### config.mk
export PLATFORM = sky130hd
export DESIGN_NAME = fft_frame_arbiter_flat
export DESIGN_NICKNAME = d
export VERILOG_FILES = /design/src/rtl/fft_pkg.sv /design/src/rtl/fft_frame_arbiter_if.sv /design/src/rtl/fft_frame_buf.sv /design/src/rtl/fft_frame_arbiter.sv /design/src/flat_wrapper.sv
export SDC_FILE = /design/constraint.sdc
export NUM_CORES = 1
export LEC_CHECK = 0
export CAP_MARGIN = 15
export CORE_ASPECT_RATIO = 0.7
export CORE_MARGIN = 2
export CORE_UTILIZATION = 60
export DETAILED_ROUTE_END_ITERATION = 6
export PLACE_DENSITY_LB_ADDON = 0.2
export SLEW_MARGIN = 10
export SYNTH_ARGS = -nofsm -noshare
export SYNTH_HDL_FRONTEND = slang
export SYNTH_HIERARCHICAL = 1
export SYNTH_SLANG_ARGS = --single-unit
export TNS_END_PERCENT = 30
### constraint.sdc
create_clock -name clk -period 3.05 [get_ports clk]
set_clock_uncertainty 0.05 [all_clocks]
set_input_delay 0.305 -clock clk [delete_from_list [all_inputs] [get_ports clk]]
set_output_delay 0.305 -clock clk [all_outputs]
set_load 0.02 [all_outputs]
### src/rtl/fft_pkg.sv
// Shared constants and types for the FFT frame arbiter.
//   N        samples per frame fed to the FFT core
//   DW_IN    input sample width
//   DW_OUT   FFT result word width
//   N_OUT    result words per frame (real block then imag block)
//   TIMEOUT  cycles from burst start to the last result before abort
package fft_pkg;
    localparam int N       = 32;
    localparam int DW_IN   = 11;
    localparam int DW_OUT  = 17;
    localparam int N_OUT   = 64;
    localparam int TIMEOUT = 256;
    localparam int ID_W    = 1;
    localparam int WC_W    = $clog2(N);
    localparam int OC_W    = $clog2(N_OUT);
    localparam int WD_W    = $clog2(TIMEOUT);

    typedef enum logic [1:0] {IDLE, LOAD, BURST, WAIT} state_t;
endpackage

### src/rtl/fft_frame_arbiter_if.sv
// Source-side and result-side bus of the FFT frame arbiter.
//   s_valid/s_data/s_ready  two sample sources, bit/slice i = source i
//   out_*                   tagged result word stream, no backpressure
// master = sources + result sink, slave = the arbiter.
interface fft_frame_arbiter_if;
    import fft_pkg::*;
    logic [1:0]         s_valid;
    logic [2*DW_IN-1:0] s_data;
    logic [1:0]         s_ready;
    logic               out_valid;
    logic [DW_OUT-1:0]  out_data;
    logic [ID_W-1:0]    out_id;
    logic               out_first;
    logic               out_last;

    modport master (output s_valid, s_data,
                    input  s_ready, out_valid, out_data, out_id, out_first, out_last);
    modport slave  (input  s_valid, s_data,
                    output s_ready, out_valid, out_data, out_id, out_first, out_last);
endinterface

### src/rtl/fft_frame_buf.sv
// One-frame sample buffer: N x DW_IN registers, one write port,
// combinational read port. Contents are never cleared.
//   clk    clock
//   we     write enable, waddr/wdata write address/data
//   raddr  read address, rdata read data (same cycle)
module fft_frame_buf
    import fft_pkg::*;
(
    input  logic             clk,
    input  logic             we,
    input  logic [WC_W-1:0]  waddr,
    input  logic [DW_IN-1:0] wdata,
    input  logic [WC_W-1:0]  raddr,
    output logic [DW_IN-1:0] rdata
);
    logic [N-1:0][DW_IN-1:0] mem;

    always_ff @(posedge clk) begin
        if (we) mem[waddr] <= wdata;
    end

    assign rdata = mem[raddr];
endmodule

### src/rtl/fft_frame_arbiter.sv
// Shares one 32-point FFT core between two sample sources, a frame at a
// time. Round-robin grant, buffers one frame (sources may stall), replays
// it as an unbroken N-cycle burst, then tags the N_OUT result words with
// the source id. A watchdog resets the FFT if results never arrive.
//   clk, rst         clock, synchronous active-high reset
//   bus              source inputs and tagged result outputs
//   fft_valid_o/x_o  sample burst to the FFT
//   fft_rst_n_o      FFT reset, held low 2 cycles after rst or an abort
//   fft_finish_i/answer_i  FFT result stream
//   frame_done       pulse with the last result word
//   err_timeout      pulse when the watchdog aborts a frame
//   busy             high whenever the FSM is not idle
module fft_frame_arbiter
    import fft_pkg::*;
(
    input  logic              clk,
    input  logic              rst,
    fft_frame_arbiter_if.slave bus,
    output logic              fft_valid_o,
    output logic [DW_IN-1:0]  fft_x_o,
    output logic              fft_rst_n_o,
    input  logic              fft_finish_i,
    input  logic [DW_OUT-1:0] fft_answer_i,
    output logic              frame_done,
    output logic              err_timeout,
    output logic              busy
);
    state_t            state;
    logic              g, last_grant, gn;
    logic [WC_W-1:0]   wcnt, rcnt;
    logic [OC_W-1:0]   ocnt;
    logic [WD_W-1:0]   wdog;
    logic [1:0]        rst_hold;
    logic [1:0]        s_ready_q;
    logic              out_valid_q, out_first_q, out_last_q;
    logic [DW_OUT-1:0] out_data_q;
    logic [ID_W-1:0]   out_id_q;
    logic              wr_en, cap, done, expire, active;
    logic [DW_IN-1:0]  wr_data, rd_data;

    assign bus.s_ready   = s_ready_q;
    assign bus.out_valid = out_valid_q;
    assign bus.out_data  = out_data_q;
    assign bus.out_id    = out_id_q;
    assign bus.out_first = out_first_q;
    assign bus.out_last  = out_last_q;

    // Both requesting: alternate; otherwise whoever asks.
    assign gn      = (bus.s_valid == 2'b11) ? ~last_grant : bus.s_valid[1];
    assign wr_en   = (state == LOAD) && bus.s_valid[g] && s_ready_q[g];
    assign wr_data = g ? bus.s_data[2*DW_IN-1:DW_IN] : bus.s_data[DW_IN-1:0];
    assign active  = (state == BURST) || (state == WAIT);
    assign cap     = active && fft_finish_i;
    assign done    = cap && (ocnt == OC_W'(N_OUT-1));
    assign expire  = active && (wdog == WD_W'(TIMEOUT-1));

    fft_frame_buf u_buf (
        .clk   (clk),
        .we    (wr_en),
        .waddr (wcnt),
        .wdata (wr_data),
        .raddr (rcnt),
        .rdata (rd_data)
    );

    always_ff @(posedge clk) begin
        if (rst) begin
            state       <= IDLE;
            g           <= 1'b0;
            last_grant  <= 1'b1;
            wcnt        <= '0;
            rcnt        <= '0;
            ocnt        <= '0;
            wdog        <= '0;
            rst_hold    <= 2'd2;
            fft_rst_n_o <= 1'b0;
            s_ready_q   <= '0;
            fft_valid_o <= 1'b0;
            fft_x_o     <= '0;
            out_valid_q <= 1'b0;
            out_data_q  <= '0;
            out_id_q    <= '0;
            out_first_q <= 1'b0;
            out_last_q  <= 1'b0;
            frame_done  <= 1'b0;
            err_timeout <= 1'b0;
            busy        <= 1'b0;
        end else begin
            out_valid_q <= 1'b0;
            out_first_q <= 1'b0;
            out_last_q  <= 1'b0;
            frame_done  <= 1'b0;
            err_timeout <= 1'b0;

            // FFT reset countdown; rst_n releases when the count hits zero.
            if (rst_hold != 2'd0) begin
                rst_hold    <= rst_hold - 2'd1;
                fft_rst_n_o <= (rst_hold == 2'd1);
            end

            if (cap) begin
                out_valid_q <= 1'b1;
                out_data_q  <= fft_answer_i;
                out_id_q    <= g;
                out_first_q <= (ocnt == '0);
                out_last_q  <= done;
                ocnt        <= ocnt + 1'b1;
            end

            case (state)
                IDLE: begin
                    // Hold off arbitration until the FFT is out of reset.
                    if (fft_rst_n_o && (bus.s_valid != 2'b00)) begin
                        g          <= gn;
                        last_grant <= gn;
                        s_ready_q  <= gn ? 2'b10 : 2'b01;
                        state      <= LOAD;
                        busy       <= 1'b1;
                    end
                end
                LOAD: begin
                    if (wr_en) begin
                        wcnt <= wcnt + 1'b1;
                        if (wcnt == WC_W'(N-1)) begin
                            // buf[0] is already stable, so the burst starts
                            // on the very next cycle.
                            s_ready_q   <= '0;
                            state       <= BURST;
                            fft_valid_o <= 1'b1;
                            fft_x_o     <= rd_data;
                            rcnt        <= WC_W'(1);
                            wdog        <= '0;
                        end
                    end
                end
                BURST, WAIT: begin
                    if (state == BURST) begin
                        // rcnt wraps to 0 once buf[N-1] has been issued.
                        if (rcnt == '0) begin
                            fft_valid_o <= 1'b0;
                            fft_x_o     <= '0;
                            state       <= WAIT;
                        end else begin
                            fft_x_o <= rd_data;
                            rcnt    <= rcnt + 1'b1;
                        end
                    end
                    wdog <= wdog + 1'b1;
                    // Completion takes priority over a same-cycle expiry.
                    if (done) begin
                        state       <= IDLE;
                        busy        <= 1'b0;
                        frame_done  <= 1'b1;
                        ocnt        <= '0;
                        rcnt        <= '0;
                        fft_valid_o <= 1'b0;
                        fft_x_o     <= '0;
                    end else if (expire) begin
                        state       <= IDLE;
                        busy        <= 1'b0;
                        err_timeout <= 1'b1;
                        ocnt        <= '0;
                        rcnt        <= '0;
                        fft_valid_o <= 1'b0;
                        fft_x_o     <= '0;
                        fft_rst_n_o <= 1'b0;
                        rst_hold    <= 2'd2;
                    end
                end
                default: state <= IDLE;
            endcase
        end
    end
endmodule

### src/flat_wrapper.sv
// flat-port wrapper written by rule: the top's interface ports become plain ports
module fft_frame_arbiter_flat import fft_pkg::*;
  (clk, rst, fft_valid_o, fft_x_o, fft_rst_n_o, fft_finish_i, fft_answer_i, frame_done, err_timeout, busy, bus_s_valid, bus_s_data, bus_s_ready, bus_out_valid, bus_out_data, bus_out_id, bus_out_first, bus_out_last);
  fft_frame_arbiter_if bus_i ();
  input  logic clk;
  input  logic rst;
  output logic fft_valid_o;
  output logic [DW_IN-1:0] fft_x_o;
  output logic fft_rst_n_o;
  input  logic fft_finish_i;
  input  logic [DW_OUT-1:0] fft_answer_i;
  output logic frame_done;
  output logic err_timeout;
  output logic busy;
  input wire logic [$bits(bus_i.s_valid)-1:0] bus_s_valid;
  input wire logic [$bits(bus_i.s_data)-1:0] bus_s_data;
  output wire logic [$bits(bus_i.s_ready)-1:0] bus_s_ready;
  output wire logic [$bits(bus_i.out_valid)-1:0] bus_out_valid;
  output wire logic [$bits(bus_i.out_data)-1:0] bus_out_data;
  output wire logic [$bits(bus_i.out_id)-1:0] bus_out_id;
  output wire logic [$bits(bus_i.out_first)-1:0] bus_out_first;
  output wire logic [$bits(bus_i.out_last)-1:0] bus_out_last;
  assign bus_i.s_valid = bus_s_valid;
  assign bus_i.s_data = bus_s_data;
  assign bus_s_ready = bus_i.s_ready;
  assign bus_out_valid = bus_i.out_valid;
  assign bus_out_data = bus_i.out_data;
  assign bus_out_id = bus_i.out_id;
  assign bus_out_first = bus_i.out_first;
  assign bus_out_last = bus_i.out_last;
  fft_frame_arbiter u_core (.clk(clk), .rst(rst), .bus(bus_i), .fft_valid_o(fft_valid_o), .fft_x_o(fft_x_o), .fft_rst_n_o(fft_rst_n_o), .fft_finish_i(fft_finish_i), .fft_answer_i(fft_answer_i), .frame_done(frame_done), .err_timeout(err_timeout), .busy(busy));
endmodule
==> qor_table.md <==
| Metric | This run |
|---|---|
| Slowest stage cell, crit path | a21oi_1 |
| Final worst slack | 0.327 ns |
| Number of global-route vias before repair | 9467 |
| Number of DRC markers after the initial detailed-route iteration | 1332 |
| Number of synthesized flops with an enable pin | 352 |
| DR DRC count | 0 |
| Worst setup slack after placement | 0.410 ns |
| Count of buffers from port buffering | 82 |
| Hold-fix buffer count after cts | 0 |
| Antenna cell count | 0 |
| Critical Path, Cell by Cell | inv_1 -> ha_1 -> nor4b_1 -> nor2_1 -> nand4_1 -> a21oi_1 -> a22o_1 |
| Area taken by multi-input logic gates | 4490 um2 |
| Fraction of registers with async set/reset | 0% |
| Die X-Extent | 205 um |
| Startpoint types | flop |
| Total number of yosys warnings | 6 |
| Placement-stage cell area | 18200 um2 |
| Share of the yosys chip area belonging to registers | 70.7% |
| Tot GR Track Use | 27.0% |
| WL per Instance | 23.9 um |
| First-pass GRT wire length | 58100 um |
| Vias per inst | 6.17 |
| Most common cell after layout, fill and taps aside | edfxtp_1 |
| Final critical-path required period | 2.72 ns |
| Aggregate negative setup slack | 0 ns |
| Worst max-slew margin expressed relative to the limit | 23.5% |
| Number of antenna violations at the first check in global routing | 0 |
| Flip-flop and latch area | 12000 um2 |
| Flip-flop and latch count after synthesis | 421 |
| Top library cells by usage in the layout, fill and taps aside | edfxtp_1 (352), mux2i_1 (180), clkdlybuf4s50_1 (82), nand2_1 (79), dfxtp_1 (68) |
| Status | finished clean |
| Gr ovfl total | 0 |
| Type of element capturing the critical path | flop |
| Average cell area after synthesis | 15.3 um2 |
| Hold Path Class | in2reg |
| Clock slew at the register clock pins of the worst setup and hold paths | 0.06 ns |
| Number of levels in the clock H-tree | 2 |
| Top cell type by total area after synthesis | edfxtp_1 |
| Critical path class | reg2reg |
| Highest fanout seen on the critical path | 11 |
| Max-capacitance violation count | 0 |
| Post-CTS setup buffer count | 0 |
| Peak VDD IR | 0.407 mV |
| Final GP Congestion | 0.869 |
| Buffer depth of the longest clock path | 3 |
| Max-slew violations | 0 |
| Post-route fraction of the period consumed by the critical path | 89.3% |
| Unrepaired setup endpoints after global routing | false |
| Start point of the worst hold path | fft_answer_i[9] |
| CTS root buffer | clkbuf_16 |
| Signal arrival time at the worst endpoint | 3.15 ns |
| Instance count of the mapped netlist | 1106 |
| Fill cell count | 1822 |
| Peak Freq | 0.367 GHz |
| Number of buffers created by CTS | 39 |
| Ratio of cells with drive above 1 in the final layout | 12.0% |
| Final setup violation count | 0 |
| Cell types occupying the most area after synthesis | edfxtp_1 (63%), mux2i_1 (11%), dfxtp_1 (8.2%) |
| CTS tree | done |
| Post-synth top area share | 62.6% |
| Maximum number of pins on one net before global-route repair | 67 |
| Vias | 10042 |
| Post-cts resize count | 0 |
| Row count | 51 |
| Boundary Pins | 83 |
| Detailed-routing iteration count for the pre-antenna-repair pass | 5 |
| Clock sinks | 421 |
| Worst setup path startpoint | u_core/rcnt[0]$_SDFFE_PP0P_ |
| Syn Nets | 1157 |
| Count of nets left with antenna violations after detail routing | 0 |
| Required time at the worst-slack endpoint | 3.48 ns |
| Die footprint | 29500 um2 |
| Final design instance area without fill | 19400 um2 |
| Nets@finish | 1278 |
| Estimated wirelength of the detail-placed design | 24200 um |
| Overall power after layout | 11.1 mW |
| DRT Wirelength | 38900 um |
| Area growth syn-to-layout | 15.1% |
| Final hold viol count | 0 |
| Pwr per Cell Area | 572 nW/um2 |
| Initial core utilization | 60.9% |
| Most instantiated flip-flop cell in the synthesis netlist | edfxtp_1 |
| Distinct cells, synth | 56 |
| Chip height | 144 um |
| Delay of the slowest critical-path stage | 0.89 ns |
| Core area | 27800 um2 |
| Actual slew at the worst max-slew pin | 1.15 ns |
| Post-synthesis cell area | 16900 um2 |
| Source of the worst register-to-register timing path | u_core/rcnt[0]$_SDFFE_PP0P_ |
| Source-to-sink clock delay at the later pin of the worst-skew pair | 0.55 ns |
| Leakage | 6.05 nW |
registers in the layout, summed over array words and instances (netlist names), 2 cells and up:
| signal | cells |
|---|---|
| u_core/bus.out_data | 17 |
| u_core/bus.s_ready | 2 |
| u_core/fft_x_o | 11 |
| u_core/ocnt | 6 |
| u_core/rcnt | 5 |
| u_core/rst_hold | 2 |
| u_core/state | 2 |
| u_core/u_buf/mem | 352 |
| u_core/wcnt | 5 |
| u_core/wdog | 8 |
synth_stat cells (17+ instances only):
| library cell | n |
|---|---|
| a22o_1 | 33 |
| nand2_1 | 79 |
| buf_6 | 18 |
| nor2_1 | 57 |
| a22oi_1 | 46 |
| nand4_1 | 17 |
| edfxtp_1 | 352 |
| dfxtp_1 | 69 |
| a31oi_1 | 17 |
| clkbuf_1 | 20 |
| a21oi_1 | 49 |
| nand3_1 | 32 |
| mux2i_1 | 180 |
per-layer routing:
layer  routed length, um  track usage [%]
met5                   0                0
met4                 702             6.33
met3                4260             5.63
met2               16800             38.7
met1               17200             42.3
cell type report:
cell class,instances,area share [%]
Timing Repair Buffer,140,6.65
Clock buffer,51,5.56
Sequential cell,421,61.5
Multi-Input combinational cell,618,23.1
Tap cell,371,2.39
Inverter,7,0.135
Clock inverter,19,0.721
cells by family (layout without fill, tap and decap cells):
kind of cell	Yosys count	count (layout)	share of synthesized area (%)
flops	421	421	70.7
simple gates	245	245	7.15
mux	191	191	11.4
compound gates	164	164	6.75
buf+inv	67	217	2.86
xor+xnor	11	11	0.570
fa+ha+maj	7	7	0.518
per-stage QoR:
step	std cells	util (%)	hold WS, ns
after floorplan	1106	-	0.364
after global placement	1557	65.7	0.372
after detailed placement	1557	65.7	0.383
after CTS	1627	70.1	0.243
after global routing	1627	70.1	0.261
final	1627	70.1	0.253
power breakdown:
part           leakage, nW  switching, mW  internal (mW)  total (mW)
clock                0.606           2.06           2.60        4.66
sequential            3.72        0.00461           6.23        6.24
combinational         1.72          0.148         0.0674       0.216
total                 6.05           2.21           8.90        11.1
worst max-delay path: cells and delay by family, from the launching register on:
| family | cells | cell delay, ns |
|---|---|---|
| AND/OR/NAND/NOR | 3 | 0.58 |
| AO/OA/AOI/OAI | 2 | 1.17 |
| flip-flops | 1 | 0.51 |
| adder cells (fa/ha/maj) | 1 | 0.21 |
| buffers and inverters | 1 | 0.13 |
final timing paths:
kind,end,cells after the start,slack [ns]
max reg2reg,u_core/fft_x_o[9]$_SDFFE_PP0P_,7,0.33
max,u_core/fft_x_o[9]$_SDFFE_PP0P_,7,0.33
min,u_core/bus.out_data[9]$_SDFFE_PP0N_,3,0.25
min reg2reg,u_core/fft_rst_n_o$_SDFF_PP0_,1,0.39
No activity file was read; power rests on OpenSTA's default activity.
